<file path="config.mk">
export PLATFORM = sky130hd
export DESIGN_NAME = gate_net_pipe
export DESIGN_NICKNAME = d
export VERILOG_FILES = /design/src/rtl/gate_net_pipe.sv
export SDC_FILE = /design/constraint.sdc
export NUM_CORES = 1
export LEC_CHECK = 0
export ABC_AREA = 1
export BUFFER_PORTS_ARGS = -buffer_cell sky130_fd_sc_hd__buf_4
export CAP_MARGIN = 20
export CORE_ASPECT_RATIO = 0.9
export CORE_UTILIZATION = 25
export CTS_CLUSTER_DIAMETER = 40
export DETAILED_ROUTE_END_ITERATION = 8
export GPL_TIMING_DRIVEN = 0
export SYNTH_ARGS = -nofsm -noshare
export SYNTH_HDL_FRONTEND = slang
export SYNTH_SLANG_ARGS = --single-unit
</file>
<file path="constraint.sdc">
create_clock -name clk -period 2.49 [get_ports clk]
set_clock_uncertainty 0.2 [all_clocks]
set_input_delay 0.1245 -clock clk [delete_from_list [all_inputs] [get_ports clk]]
set_output_delay 0.1245 -clock clk [all_outputs]
set_load 0.005 [all_outputs]
</file>
<file path="src/rtl/gate_net_pipe.sv">
// Selectable 3-input gate network with a DEPTH-stage valid/ready pipeline,
// popcount of the result and a saturating delivered-beat counter.
module gate_net_pipe #(
  parameter int WIDTH = 8,
  parameter int DEPTH = 2,
  parameter int CNTW  = 16
) (
  input  logic                       clk,
  input  logic                       rst_n,
  input  logic                       in_valid,
  output logic                       in_ready,
  input  logic [WIDTH-1:0]           a,
  input  logic [WIDTH-1:0]           b,
  input  logic [WIDTH-1:0]           c,
  input  logic [1:0]                 mode,
  output logic                       out_valid,
  input  logic                       out_ready,
  output logic [WIDTH-1:0]           d,
  output logic [WIDTH-1:0]           e,
  output logic [$clog2(WIDTH+1)-1:0] ones,
  input  logic                       clr,
  output logic [CNTW-1:0]            xfer_cnt
);

  localparam int OW = $clog2(WIDTH+1);

  logic [DEPTH-1:0] v;
  logic [DEPTH-1:0] rdy;
  logic [WIDTH-1:0] d_q [DEPTH];
  logic [WIDTH-1:0] e_q [DEPTH];
  logic [OW-1:0]    o_q [DEPTH];

  logic [WIDTH-1:0] d_n;
  logic [OW-1:0]    o_n;

  // Stage i can take data if any stage at or after it is empty.
  for (genvar g = 0; g < DEPTH; g++) begin : g_rdy
    assign rdy[g] = out_ready | ~(&v[DEPTH-1:g]);
  end

  always_comb begin
    d_n = '0;
    unique case (mode)
      2'b00: d_n = (a & b) ^ ~c;
      2'b01: d_n = (a | b) ^ ~c;
      2'b10: d_n = (a & b) ^ c;
      2'b11: d_n = a ^ b ^ c;
    endcase
  end

  always_comb begin
    o_n = '0;
    for (int i = 0; i < WIDTH; i++)
      o_n = o_n + OW'(d_n[i]);
  end

  always_ff @(posedge clk or negedge rst_n) begin
    if (!rst_n) begin
      v <= '0;
      for (int i = 0; i < DEPTH; i++) begin
        d_q[i] <= '0;
        e_q[i] <= '0;
        o_q[i] <= '0;
      end
    end else begin
      if (rdy[0]) begin
        v[0] <= in_valid;
        if (in_valid) begin
          d_q[0] <= d_n;
          e_q[0] <= ~c;
          o_q[0] <= o_n;
        end
      end
      for (int i = 1; i < DEPTH; i++) begin
        if (rdy[i]) begin
          v[i] <= v[i-1];
          if (v[i-1]) begin
            d_q[i] <= d_q[i-1];
            e_q[i] <= e_q[i-1];
            o_q[i] <= o_q[i-1];
          end
        end
      end
    end
  end

  always_ff @(posedge clk or negedge rst_n) begin
    if (!rst_n)
      xfer_cnt <= '0;
    else if (clr)
      xfer_cnt <= '0;
    else if (out_valid && out_ready && !(&xfer_cnt))
      xfer_cnt <= xfer_cnt + 1'b1;
  end

  assign in_ready  = rdy[0];
  assign out_valid = v[DEPTH-1];
  assign d         = d_q[DEPTH-1];
  assign e         = e_q[DEPTH-1];
  assign ones      = o_q[DEPTH-1];

endmodule
</file>
==> results of run 1 <==
-- logic make-up after synthesis --
kind of cell | synth area share
AO/OA/AOI/OAI | 0.0624
XOR/XNOR | 0.0124
adder cells (fa/ha/maj) | 0.0936
buffers and inverters | 0.122
flip-flops | 0.411
multiplexers | 0.0223
AND/OR/NAND/NOR | 0.276
-- critical path: stages --
cell	delay, ns
buf_8	0.08
inv_4	0.03
ha_4	0.24
or2_0	0.11
nand3_1	0.09
buf_4	0.15
nand2_2	0.05
nand2_2	0.06
and2_4	0.13
fa_1	0.52
inv_1	0.05
fa_1	0.53
fa_1	0.42
inv_2	0.08
ha_4	0.13
inv_2	0.04
fa_2	0.34
xnor2_2	0.14
nand2_1	0.06
o21ai_1	0.06
-- flip-flops by register name, summed over array words and instances, names as in the netlist --
signal and flops:
e_q 8, d 8, xfer_cnt 16, v 2, ones 4, o_q 4, d_q 8, e 8
-- layout by cell type, fill, tap and decap left out, types with 2 or more instances in the layout --
| master | netlist | routed |
|---|---|---|
| inv_2 | 6 | 8 |
| nand2_2 | 2 | 4 |
| ha_1 | 20 | 16 |
| buf_8 | 0 | 3 |
| clkbuf_1 | 4 | 3 |
| clkbuf_16 | 0 | 9 |
| clkinv_4 | 0 | 2 |
| bufinv_16 | 0 | 4 |
| or2_1 | 5 | 5 |
| nor2_4 | 3 | 3 |
| ha_4 | 0 | 4 |
| o21ai_1 | 27 | 27 |
| dfrtp_1 | 58 | 58 |
| nand3b_1 | 5 | 5 |
| and2_4 | 0 | 2 |
| o21ai_0 | 12 | 12 |
| xor2_1 | 4 | 4 |
| nand2_1 | 135 | 133 |
| inv_4 | 0 | 4 |
| buf_6 | 1 | 11 |
| nor2_1 | 25 | 25 |
| mux2_1 | 7 | 7 |
| or2_0 | 4 | 4 |
| nand3_2 | 1 | 2 |
| buf_4 | 20 | 90 |
| nand4_1 | 11 | 11 |
| nor2_2 | 2 | 2 |
| dlygate4sd3_1 | 0 | 14 |
| fa_1 | 4 | 3 |
| buf_2 | 6 | 6 |
| or2_2 | 3 | 3 |
| nand3_1 | 21 | 20 |
| inv_1 | 53 | 47 |
-- Yosys cell counts, drive strengths merged --
library cell	number
o21bai	1
buf	27
and2	3
nor2	30
xor2	4
o211ai	1
xnor2	1
ha	20
mux2	7
clkinv	1
inv	59
fa	4
nand4	11
nand3	22
a21oi	2
dfrtp	58
or2	12
nand2	137
nand3b	5
o21ai	39
clkbuf	4
-- power by group through the flow --
stage | clock (W) | sequential (W) | combinational [W]
global route | 0.00162 | 0.00120 | 0.00111
detailed placement | 0 | 0.00119 | 0.000874
CTS | 0.00158 | 0.00118 | 0.00100
global placement | 0 | 0.00119 | 0.000851
finish | 0.00155 | 0.00118 | 0.000983
floorplan | 0 | 0.00117 | 0.000542
-- cell type report --
class | count | area, um^2
plain buffers | 31 | 208
well taps | 189 | 236
clock inverters | 6 | 138
inverters | 60 | 235
multi-input cells | 299 | 1730
flip-flops and latches | 58 | 1450
fillers | 1374 | 8510
clock buffers | 10 | 239
repair buffers | 97 | 823
-- path summary, 6_finish.rpt --
path                                to  cells past startpoint
setup reg to reg                e_q[8]                      8
max in group asynchronous      e_q[14]                      2
hold reg to reg                   v[1]                      2
min in group asynchronous  xfer_cnt[8]                      2
hold / removal                 d_q[13]                      4
setup / recovery                o_q[6]                     20
-- metrics by stage --
step	TNS [ns]	area, um^2	util
2_1_floorplan	-3.22	3580	-
3_3_place_gp	-4.31	4330	0.319
3_5_place_dp	-4.53	4330	0.319
4_1_cts	-4.11	5110	0.377
5_1_grt	-3.59	5060	0.373
6_report	-3.13	5060	0.373
-- layer usage --
metal / up-vias / share of wire
met5: - / 0
met4: 0 / 0.010
met3: 9 / 0.052
met2: 82 / 0.48
met1: 1461 / 0.46
li1: 1605 / -
-- repair_timing --
item                                    4_1_cts  5_1_grt
endpoints found under the setup margin        4        5
hold buffers                                 14        0
gates resized for setup                      23        4
endpoints found under the hold margin        77        0
setup buffers                                24        1
pin swaps                                    15        3
==> qor.csv, run 1 <==
metric,value,unit
outcome,"finished, violations left",
violations,negative setup slack,
critical_path_class,input port to flop,
max_cap_viol_count,0,
cts_num_sinks,58,
cp-startpoint,a[0],
clkPwrFrac,0.418,
cp.arrival,3.42,ns
ys_seq_area_frac,0.411,
gr-max-usage-layer,met2,
grt_pass1_vias,3269,
wire_per_inst,11.9,um
fmax,294,MHz
period_needed,3.41,ns
syn_avg_cell_area,7.88,um^2
die_area,14600,um^2
synth_area,3530,um^2
port_buffers,68,
grt_pass1_wl,15.6,mm
place_hpwl,6.48,mm
slew_violations,0,
placed_cells,705,
totalWireLength,8.94,mm
seq_power_share,0.317,
post-synth-top-area-fraction,0.411,
leakagePower,2.59,nW
grt_setup_unrepaired,yes,
place.gp.congestion,0.914,
synth_area_leader_cell,dfrtp_1,
initial_core_util,0.260,
syn2layout_area_growth,43.2,%
combPwrFrac,0.265,
grt_use_met1,0.169,
p_sw_frac,0.258,
ys_ff_latch,58,
clockBufferDepth,2,
num_io_pins,69,
path_max_fanout,2,
clkTransAtPathRegs,0.05,ns
min_path_type,input port to flop,
grt_use_met2,0.234,
fin_total_pwr,0.00371,W
yosys-top-cells-area,"dfrtp_1, nand2_1, ha_1",
yosysWarnings,0,
post-route-period-util,1.37,
ir_worst_vdd,0.000342,V
timing.final.ws_setup,-0.917,ns
row_count,40,
startpoint_type,input port,
cts_max_level,3,
grt_max_degree,59,
r2r_setup_slack,0.22,ns
reg2reg_from,v[1],
yosysUniqueCellTypes,31,
grt-ovfl-total,0,
tightest_slew,0.749,ns
hold_start,c[5],
p_sw,0.000959,W
clock_latency,0.33,ns
die_h,115,um
grt_use_total,0.136,
first_pass_iters,4,
setup_viol,4,
die_w,127,um
post-route-drc-count,0,
root_buffer,clkbuf_16,
num_vias,3157,
antenna_cells,0,
antenna_found_initial,0,
cp-end-kind,flop,
viasPerCell,4.21,
relSlewSlack,0.501,
power.density,733,nW/um^2
syn_nets,503,
fin_nets,611,
holdWs,0.0221,ns
coreArea,13600,um^2
intPower,0.00275,W
hold_viol,0,
cts_tree,yes,
drive_above_1_share,0.289,
finalNonFillerCells,750,
met3_usage,0.0330,
drtIter0Drc,131,
cts_buffers,9,
synthesis.instances,448,
cp.required,2.50,ns
ant_nets,0,
place_ws,-1.34,ns
Note: power is estimated with default switching activity, not from simulation.
==> run 2, diff against run 1 <==
PLACE_DENSITY = 0.47   (was not set)
==> qor.csv, run 2 (synthesized netlist as in run 1, its figures left out) <==
metric,value,unit,change
die_w,127,um,unchanged
timing.final.ws_setup,-0.986,ns,was -0.917 ns
r2r_setup_slack,0.21,ns,was 0.22 ns
grt_pass1_wl,15.8,mm,was 15.6 mm
cp-end-kind,flop,,unchanged
post-route-period-util,1.40,,was 1.37
max_flop_register,xfer_cnt,,unchanged
cpPeakStageDelay,0.54,ns,was 0.53 ns
cp.required,2.50,ns,about the same
cts_tree,yes,,unchanged
drive_above_1_share,0.324,,was 0.289
fillers,1355,,was 1374
num_io_pins,69,,unchanged
clkTransAtPathRegs,0.05,ns,about the same
setup_viol,6,,was 4
critical_path_class,input port to flop,,unchanged
wire_per_inst,12.4,um,was 11.9 um
p_sw,0.000957,W,was 0.000959 W
antenna_cells,0,,unchanged
worstReg2RegEnd,e_q[8],,unchanged
power.density,687,nW/um^2,was 733 nW/um^2
dpl_cell_area,4330,um^2,unchanged
antenna_found_initial,0,,unchanged
multi_input_area,1740,um^2,was 1730 um^2
viasPerCell,4.25,,was 4.21
combPwrFrac,0.285,,was 0.265
seq_power_share,0.326,,was 0.317
min_path_type,input port to flop,,unchanged
largest_register_ffs,16,,unchanged
place_hpwl,6.54,mm,was 6.48 mm
post-route-drc-count,0,,unchanged
cts_buffers,9,,unchanged
row_count,40,,unchanged
outcome,"finished, violations left",,unchanged
crit_slowest_cell,fa_1,,unchanged
startpoint_type,input port,,unchanged
grt_max_degree,59,,unchanged
slew_violations,0,,unchanged
clock_latency,0.33,ns,about the same
tightest_slew,0.768,ns,was 0.749 ns
hold_start,c[6],,was c[5]
syn2layout_area_growth,48.7,%,was 43.2%
final_cell_mix,"nand2_1, buf_4, dfrtp_1",,unchanged
clkPwrFrac,0.389,,was 0.418
cts_max_level,3,,unchanged
p_sw_frac,0.265,,was 0.258
reg2reg_from,v[1],,unchanged
fin_nets,637,,was 611
period_needed,3.48,ns,was 3.41 ns
relSlewSlack,0.488,,was 0.501
drtIter0Drc,110,,was 131
grt_use_total,0.141,,was 0.136
grt_setup_unrepaired,yes,,unchanged
clockBufferDepth,2,,unchanged
totalWireLength,9.63,mm,was 8.94 mm
final_common_cell,nand2_1,,unchanged
seqCellArea,1450,um^2,unchanged
hold_viol,0,,unchanged
die_h,115,um,unchanged
place.gp.congestion,0.798,,was 0.914
num_vias,3300,,was 3157
fin_total_pwr,0.00361,W,was 0.00371 W
initial_core_util,0.260,,unchanged
holdWs,0.0225,ns,was 0.0221 ns
grt-ovfl-total,0,,unchanged
coreArea,13600,um^2,unchanged
root_buffer,clkbuf_16,,unchanged
intPower,0.00265,W,was 0.00275 W
violations,negative setup slack,,unchanged
cts_num_sinks,58,,unchanged
crit_path_cell_trace,buf_8 -> ha_2 -> or2_1 -> nand2_1 -> nand2_2 -> nand2_2 -> nand2_2 -> and2_4 -> fa_1 -> inv_1 -> fa_1 -> fa_1 -> inv_2 -> ha_4 -> inv_2 -> fa_2 -> xnor2_2 -> nand2_1 -> o21ai_1,,was buf_8 -> inv_4 -> ha_4 -> or2_0 -> nand3_1 -> buf_4 -> nand2_2 -> nand2_2 -> and2_4 -> fa_1 -> inv_1 -> fa_1 -> fa_1 -> inv_2 -> ha_4 -> inv_2 -> fa_2 -> xnor2_2 -> nand2_1 -> o21ai_1
ir_worst_vdd,0.000328,V,was 0.000342 V
max_cap_viol_count,0,,unchanged
leakagePower,2.70,nW,was 2.59 nW
hold-path-cell-count,6,,was 4
grt_pass1_vias,3250,,was 3269
first_pass_iters,4,,unchanged
fmax,288,MHz,was 294 MHz
r2r.worst_path.cells,8,,unchanged
path_max_fanout,2,,unchanged
port_buffers,68,,unchanged
ant_nets,0,,unchanged
min_to,d_q[14],,was d_q[13]
die_area,14600,um^2,unchanged
cp.arrival,3.49,ns,was 3.42 ns
design_area,5250,um^2,was 5060 um^2
cpLargestDelayFamily,adder cells,,unchanged
worstPathBufferInverterCount,4,,was 6
-- run 2: cell count changes in the layout (fill, tap and decap cells not counted), moves of 2 or more --
cell and delta:
nand3_2 +2, clkinv_4 -2, nand3_1 -2, buf_4 +17, buf_6 +11, clkbuf_1 +2
-- run 2: worst reg2reg max path, cell delays in order (launching register included) --
cell and delay [ns]:
dfrtp_1 0.41, nand2_1 0.13, nor2_1 0.08, nor2_2 0.38, inv_2 0.10, buf_2 0.20
nand2_1 0.07, o21ai_1 0.05, dlygate4sd3_1 0.55
-- run 2: timing repair --
item                                    CTS  global route
setup buffers                            42             1
resized for setup                        21            17
endpoints found under the setup margin    4             6
hold buffers                             13             0
pin swaps                                13             7
endpoints found under the hold margin    77             0
-- run 2: metrics by stage --
step                      utilization  instances  TNS (ns)  setup slack (ns)
after global routing            0.387        776     -5.64             -1.09
final                           0.387        776     -4.99            -0.986
after floorplan                     -        448     -3.22            -0.997
after CTS                       0.383        776     -4.77            -0.937
after detailed placement        0.319        705     -4.60             -1.35
after global placement          0.319        705     -4.54             -1.38
-- run 2: how the worst max path moves through the flow --
stage	end	cells past startpoint	slack, ns	start
after floorplan	o_q[5]	16	-1.0	a[3]
after global placement	o_q[6]	17	-1.38	mode[1]
after detailed placement	o_q[6]	17	-1.35	mode[1]
after CTS	o_q[6]	18	-0.94	a[0]
after global routing	o_q[6]	20	-1.09	b[0]
final	o_q[6]	19	-0.99	a[0]
-- run 2: layer usage --
layer	vias up	global-route usage	wire length, um
met5	-	0	0
met4	0	0.0595	280
met3	26	0.0358	421
met2	81	0.243	4670
met1	1536	0.167	4260
li1	1657	-	-
-- run 2: layout make-up --
cell class | count | share of cell area
multi-input combinational | 299 | 0.331
clock buffer | 11 | 0.0443
tap | 189 | 0.0450
buffer | 31 | 0.0396
sequential | 58 | 0.276
timing repair buffer | 123 | 0.200
clock inverter | 5 | 0.0195
inverter | 60 | 0.0443
-- run 2: power groups by stage --
stage / Sequential (W) / Combinational (W) / Clock [W]
2_1_floorplan: 0.00117 / 0.000542 / 0
3_3_place_gp: 0.00119 / 0.000861 / 0
3_5_place_dp: 0.00119 / 0.000885 / 0
4_1_cts: 0.00118 / 0.00102 / 0.00143
5_1_grt: 0.00120 / 0.00115 / 0.00147
6_report: 0.00118 / 0.00103 / 0.00140
